**src/rtl/ibex_axil_bridge_pipe.sv**
```systemverilog
// Pipelined Ibex LSU to AXI4-Lite master bridge: in-order, single-direction
// outstanding window, independent AW/W channels and a registered response path.
module ibex_axil_bridge_pipe #(
    parameter int AXI_AW          = 16,
    parameter int AXI_DW          = 32,
    parameter int IBEX_AW         = 32,
    parameter int IBEX_DW         = 32,
    parameter int MAX_OUTSTANDING = 2
) (
    input  logic                   clk_i,
    input  logic                   rst_i,

    input  logic                   req_i,
    output logic                   gnt_o,
    output logic                   rvalid_o,
    input  logic                   we_i,
    input  logic [IBEX_DW/8-1:0]   be_i,
    input  logic [IBEX_AW-1:0]     addr_i,
    input  logic [IBEX_DW-1:0]     wdata_i,
    output logic [IBEX_DW-1:0]     rdata_o,
    output logic                   err_o,

    output logic [AXI_AW-1:0]      aw_addr_o,
    output logic                   aw_valid_o,
    input  logic                   aw_ready_i,
    output logic [AXI_DW-1:0]      w_data_o,
    output logic [AXI_DW/8-1:0]    w_strb_o,
    output logic                   w_valid_o,
    input  logic                   w_ready_i,
    input  logic [1:0]             b_resp_i,
    input  logic                   b_valid_i,
    output logic                   b_ready_o,
    output logic [AXI_AW-1:0]      ar_addr_o,
    output logic                   ar_valid_o,
    input  logic                   ar_ready_i,
    input  logic [AXI_DW-1:0]      r_data_i,
    input  logic [1:0]             r_resp_i,
    input  logic                   r_valid_i,
    output logic                   r_ready_o
);

    localparam int CW = $clog2(MAX_OUTSTANDING + 1);
    localparam logic [CW-1:0] CNT_MAX = CW'(MAX_OUTSTANDING);

    logic [CW-1:0]          cnt_q, cnt_d;
    logic                   dir_q, dir_d;
    logic                   lerr_q, lerr_d;
    logic                   ar_valid_q, ar_valid_d;
    logic [AXI_AW-1:0]      ar_addr_q, ar_addr_d;
    logic                   aw_valid_q, aw_valid_d;
    logic [AXI_AW-1:0]      aw_addr_q, aw_addr_d;
    logic                   w_valid_q, w_valid_d;
    logic [AXI_DW-1:0]      w_data_q, w_data_d;
    logic [AXI_DW/8-1:0]    w_strb_q, w_strb_d;
    logic                   rvalid_q, rvalid_d;
    logic [IBEX_DW-1:0]     rdata_q, rdata_d;
    logic                   err_q, err_d;

    logic oor;
    logic cnt_zero, cmd_busy, slot_ok, gnt, gnt_axi, r_hs, b_hs, resp_hs;

    // Only the low resp bit is ignored: OKAY/EXOKAY both map to no error.
    logic unused_resp;
    assign unused_resp = ^{r_resp_i[0], b_resp_i[0]};

    if (AXI_AW < IBEX_AW) begin : g_oor
        assign oor = |addr_i[IBEX_AW-1:AXI_AW];
    end else begin : g_no_oor
        assign oor = 1'b0;
    end

    always_comb begin
        cnt_zero = (cnt_q == '0);
        cmd_busy = ar_valid_q | aw_valid_q | w_valid_q;
        slot_ok  = ~oor & (cnt_q < CNT_MAX) & (cnt_zero | (dir_q == we_i));
        gnt      = req_i & ~cmd_busy & ~lerr_q & ~rst_i & (slot_ok | (oor & cnt_zero));
        gnt_axi  = gnt & ~oor;
        r_hs     = r_valid_i & ~cnt_zero & ~dir_q;
        b_hs     = b_valid_i & ~cnt_zero & dir_q;
        resp_hs  = r_hs | b_hs;
    end

    always_comb begin
        ar_valid_d = ar_valid_q & ~ar_ready_i;
        ar_addr_d  = ar_addr_q;
        aw_valid_d = aw_valid_q & ~aw_ready_i;
        aw_addr_d  = aw_addr_q;
        w_valid_d  = w_valid_q & ~w_ready_i;
        w_data_d   = w_data_q;
        w_strb_d   = w_strb_q;
        dir_d      = dir_q;
        cnt_d      = cnt_q;
        lerr_d     = gnt & oor;

        if (gnt_axi) begin
            dir_d = we_i;
            if (we_i) begin
                aw_valid_d = 1'b1;
                aw_addr_d  = addr_i[AXI_AW-1:0];
                w_valid_d  = 1'b1;
                w_data_d   = wdata_i;
                w_strb_d   = be_i;
            end else begin
                ar_valid_d = 1'b1;
                ar_addr_d  = addr_i[AXI_AW-1:0];
            end
        end

        if (gnt_axi && !resp_hs) begin
            cnt_d = cnt_q + CW'(1);
        end else if (!gnt_axi && resp_hs) begin
            cnt_d = cnt_q - CW'(1);
        end

        // A local error can only be pending while nothing is outstanding.
        rvalid_d = resp_hs | lerr_q;
        rdata_d  = rdata_q;
        err_d    = 1'b0;
        if (r_hs) begin
            rdata_d = r_data_i;
            err_d   = r_resp_i[1];
        end else if (b_hs) begin
            rdata_d = '0;
            err_d   = b_resp_i[1];
        end else if (lerr_q) begin
            rdata_d = '0;
            err_d   = 1'b1;
        end
    end

    always_ff @(posedge clk_i) begin
        if (rst_i) begin
            cnt_q      <= '0;
            dir_q      <= 1'b0;
            lerr_q     <= 1'b0;
            ar_valid_q <= 1'b0;
            ar_addr_q  <= '0;
            aw_valid_q <= 1'b0;
            aw_addr_q  <= '0;
            w_valid_q  <= 1'b0;
            w_data_q   <= '0;
            w_strb_q   <= '0;
            rvalid_q   <= 1'b0;
            rdata_q    <= '0;
            err_q      <= 1'b0;
        end else begin
            cnt_q      <= cnt_d;
            dir_q      <= dir_d;
            lerr_q     <= lerr_d;
            ar_valid_q <= ar_valid_d;
            ar_addr_q  <= ar_addr_d;
            aw_valid_q <= aw_valid_d;
            aw_addr_q  <= aw_addr_d;
            w_valid_q  <= w_valid_d;
            w_data_q   <= w_data_d;
            w_strb_q   <= w_strb_d;
            rvalid_q   <= rvalid_d;
            rdata_q    <= rdata_d;
            err_q      <= err_d;
        end
    end

    assign gnt_o      = gnt;
    assign rvalid_o   = rvalid_q;
    assign rdata_o    = rdata_q;
    assign err_o      = err_q;
    assign aw_addr_o  = aw_addr_q;
    assign aw_valid_o = aw_valid_q;
    assign w_data_o   = w_data_q;
    assign w_strb_o   = w_strb_q;
    assign w_valid_o  = w_valid_q;
    assign ar_addr_o  = ar_addr_q;
    assign ar_valid_o = ar_valid_q;
    assign r_ready_o  = ~cnt_zero & ~dir_q;
    assign b_ready_o  = ~cnt_zero & dir_q;

endmodule

```
**config.mk**
```make
export PLATFORM = sky130hd
export DESIGN_NAME = ibex_axil_bridge_pipe
export DESIGN_NICKNAME = d
export VERILOG_FILES = /design/src/rtl/ibex_axil_bridge_pipe.sv
export SDC_FILE = /design/constraint.sdc
export NUM_CORES = 1
export LEC_CHECK = 0
export BUFFER_PORTS_ARGS = -buffer_cell sky130_fd_sc_hd__buf_2
export CORE_MARGIN = 2
export CORE_UTILIZATION = 45
export DETAILED_ROUTE_END_ITERATION = 12
export MAX_ROUTING_LAYER = met4
export PLACE_DENSITY = 0.87
export SYNTH_ARGS = -nofsm -noshare
export SYNTH_HDL_FRONTEND = slang
export SYNTH_SLANG_ARGS = --single-unit
```
**constraint.sdc**
```tcl
create_clock -name clk_i -period 3.1 [get_ports clk_i]
set_clock_uncertainty 0.05 [all_clocks]
set_input_delay 0.93 -clock clk_i [delete_from_list [all_inputs] [get_ports clk_i]]
set_output_delay 0.93 -clock clk_i [all_outputs]
set_load 0.02 [all_outputs]
```
# Word-level counts from Yosys, hierarchy flattened
# Cells that the tools add are included.
# W data, S select, Z words.
# totals
register_bits	109
in_bits	113
out_inout_bits	108
elab_cells	75
# classes
addsub	2
magnitude_cmp	1
eq_ne	1
mux	14
bitwise_logic	34
reduce_logical	10
# op_table
cell	count
$mux W32	3
$and A1 B1 Y1	18
$reduce_or A16 Y1	1
$not A1 Y1	10
$mux W1	9
$or A1 B1 Y1	6
$mux W2	2
$reduce_and A2 Y1	2
$reduce_bool A3 Y1	1
$add A2 B1 Y2 const B	1
$logic_and A1 B1 Y1	2
$logic_not A1 Y1	2
$logic_not A2 Y1	1
$lt A2 B2 Y1 const B	1
$reduce_bool A2 Y1	1
$sub A2 B1 Y2 const B	1
$eq A1 B1 Y1	1

# Longest topological paths before layout
# depth
depth_word	12
ltp_mapped	10

# Worst setup path before layout
# OpenSTA, ideal clock, no wires.
# synth_path
path_type	input-to-output
from	input addr_i[26]
to	output gnt_o
t_arrival_ns	1.981
t_required_ns	2.120
slack_ns	0.139
stages	5
path_buffers	1
path_cell_list	nor4_2 -> nand4_1 -> buf_2 -> o21ai_0 -> and2_1
# synth_via
elab_chain_cells	6
# synth_rtl
item	line_no	rtl
start: declaration	18	input logic [IBEX_AW-1:0] addr_i,
$reduce_or A16 Y1 *	67	assign oor = |addr_i[IBEX_AW-1:AXI_AW];
$not A1 Y1	75	slot_ok = ~oor & (cnt_q < CNT_MAX) & (cnt_zero | (dir_q == we_i));
$and A1 B1 Y1 (2 in series)	75	
$or A1 B1 Y1 *	76	gnt = req_i & ~cmd_busy & ~lerr_q & ~rst_i & (slot_ok | (oor & cnt_zero));
$and A1 B1 Y1 *	76	
end: declaration	14	output logic gnt_o,
# Mark *: on every way between the ends. The rest lies on a longest branch, timed or not.

# Worst setup path after layout
# layout_path
from	input addr_i[29]
to	output gnt_o
# Same word-level chain as after synthesis.

==> summary.md <==
| Metric | Value |
|---|---|
| Synth cell types | 32 |
| Worst min path class | register to register |
| Hold Path End | w_data_o[30]$_SDFFE_PP0P_ |
| Crit path time final | 3.02 ns |
| Max IR drop VDD | 199 uV |
| Max-cap viol count | 0 |
| Final setup violating endpoints | 0 |
| Outcome | complete, no violations |
| Reg2Reg Depth | 5 |
| Yosys warns | 0 |
| Ys async rst share | 0 |
| CP Max Fanout | 2 |
| PwrDens | 467 mW/mm^2 |
| Filler Cells Inserted | 822 |
| Layout cells sized above 1 | 0.402 |
| GR Util All Layers | 0.245 |
| Syn avg cell area | 9.35 sq um |
| R2R Setup Slk | 1.05 ns |
| Row cnt | 35 |
| Synth Net Count | 567 |
| Area Overhead vs Synth | 30.1% |
| Total number of vias | 4,349 |
| Fin. max-slew vios | 0 |
| Root Buffer | clkbuf_8 |
| Dpl ws | -0.0102 ns |
| EDFF count, synth | 0 |
| DRT antenna net count | 0 |
| CTS tree | done |
| Final worst-path cycle share | 0.974 |
| Largest net degree at the start of global routing | 80 |
| Final Hold Fails | 0 |
| Post-synthesis sequential area ratio | 0.515 |
| Worst setup path class | input pin to output port |
| Drt pass-1 iters | 4 |
| RSZ-0062 raised after global routing | false |
| CTS Buffer Depth | 2 |
| Element type at the critical path start | input pin |
| Fin area | 0.00551 sq mm |
| Slew HR | 0.442 |
| Global-route wire length before repair | 19,500 microns |
| DR vias/cell | 5.75 |
| Synth Instances | 453 |
| Antenna violations before repair | 0 |
| Reg2reg start | aw_valid_o$_SDFF_PP0_ |
| Number of port buffers | 218 |
| Post-Route WL | 12,500 microns |
| Leading post-synthesis cells by cell area | dfxtp_1 (52%), nand4_1 (10%), a21oi_1 (8.6%), a22o_1 (6.6%), o21ai_0 (5.2%) |
| Clock Pin Slew Worst Setup and Hold Paths | 0.10 ns |
| Die Y | 101 microns |
| CP Launch Point | addr_i[29] |
| Cts hold-fix bufs | 0 |
| Initial Util | 0.461 |
| Worst setup EP type | output port |
| Seq cells post-synth | 109 |
| Hold path start | w_data_o[30]$_SDFFE_PP0P_ |
| CP Data Required Time | 2.12 ns |
| Core Area | 0.00920 sq mm |
| Vias in the first global route | 4,080 |
| Num CTS Buffers | 9 |
| Pwr Total | 2.57 mW |
| Top FF cell, synth | dfxtp_1 |
| GP Congestion | 0.756 |
| Die area | 0.0102 sq mm |
| Slew @ Worst Pin | 0.837 ns |
| FMAX | 331 MHz |
| Critical Path AT | 2.04 ns |
| Drt first-iter violations | 217 |
| Dpl cell area | 0.00531 sq mm |
| DRC | 0 |
| P_leak | 2.41 nW |
| WL/cell | 16.5 microns |
| Setup ws final | 0.0792 ns |
| Hold Path Stages | 2 |
| Total gr overflow | 0 |
| Mapped cell area | 0.00424 sq mm |
| Final core utilization | 0.599 |
| Die width | 101 microns |
| Final Net Count | 755 |
| N_diodes | 0 |
| Synth top area share | 0.515 |
| Clock sinks | 109 |
| Worst reg2reg path endpoint | ar_addr_o[2]$_SDFFE_PP0P_ |
| Worst-skew pair later-pin latency | 0.36 ns |
| H-tree depth | 3 |
| Post-DP HPWL | 8460 microns |
| Top-count cell post-synth | dfxtp_1 |
| Ports | 221 |
| Cell taking the most area after synthesis | dfxtp_1 |
| Setup TNS | 0 ns |
| Commonest cells in the netlist | dfxtp_1 (109), a21oi_1 (73), nand4_1 (70) |
## critical path, stage by stage
cell and delay [ns]:
buf_2 0.13, nor4_4 0.29, nand4_1 0.23, o21ai_1 0.16
and2_1 0.13, buf_2 0.17
## placed cells by master (no fill, tap or decap), types with 3 or more instances in the layout
cell type,count
nand2b_1,4
nand4_1,70
nor4_4,4
a21oi_1,73
a22o_1,32
nor2_1,8
clkbuf_8,9
nand3_1,4
o21ai_1,28
buf_2,218
dfxtp_1,109
o21ai_0,43
buf_4,10
nand2_1,3
nor3_2,3
xor2_1,3
## worst max-delay path by stage
| stage | end | slack [ns] | depth (start not counted) |
|---|---|---|---|
| after floorplan | gnt_o | 0.14 | 5 |
| after global placement | gnt_o | 0.0005 | 6 |
| after detailed placement | gnt_o | -0.01 | 6 |
| after CTS | gnt_o | 0.003 | 6 |
| after global routing | gnt_o | 0.004 | 6 |
| final | gnt_o | 0.08 | 6 |
## through the flow
stage	hold WS (ns)	instances
final	0.425	757
after CTS	0.428	757
after detailed placement	0.408	741
after floorplan	0.443	453
after global placement	0.404	741
after global routing	0.449	757
## sequential cells by signal, summed over array words and instances (netlist names)
| register | flops |
|---|---|
| rvalid_o | 1 |
| aw_valid_o | 1 |
| ar_addr_o | 16 |
| w_data_o | 32 |
| err_o | 1 |
| w_strb_o | 4 |
| rdata_o | 32 |
| dir_q | 1 |
| w_valid_o | 1 |
| aw_addr_o | 16 |
| cnt_q | 2 |
| ar_valid_o | 1 |
| lerr_q | 1 |
## layout make-up
cell class	instances	area (sq um)	share of cell area
Clock buffer	11	131	0.0238
Clock inverter	5	35.0	0.00636
Inverter	3	11.3	0.00204
Multi-Input combinational cell	289	1830	0.331
Sequential cell	109	2180	0.396
Tap cell	111	139	0.0252
Timing Repair Buffer	229	1190	0.215
## metal layers
layer,share of wire,vias to the layer above,wire [microns],global-route usage
li1,-,2075,-,-
met1,0.41,2058,5120,0.305
met2,0.50,199,6280,0.394
met3,0.071,17,891,0.0562
met4,0.016,0,201,0.0832
met5,0,-,0,-
## what timing repair did
item                                    in CTS  in global routing
pin swaps                                    1                  2
endpoints found under the setup margin       1                  1
setup buffers                                0                  0
gates cloned                                 0                  0
gates resized for setup                      1                  4
## power breakdown
group	switching [mW]	total [mW]	internal, mW
clock network	0.483	0.780	0.297
registers	0.0220	1.45	1.43
logic	0.221	0.342	0.121
## kinds of logic after synthesis
| kind of cell | count (synthesis) | synth area share |
|---|---|---|
| buf+inv | 55 | 0.0679 |
| simple gates | 103 | 0.158 |
| fa+ha+maj | 1 | 0.00295 |
| xor+xnor | 3 | 0.00620 |
| flops | 109 | 0.515 |
| compound gates | 182 | 0.250 |
Power figures use the tool's default switching activity.
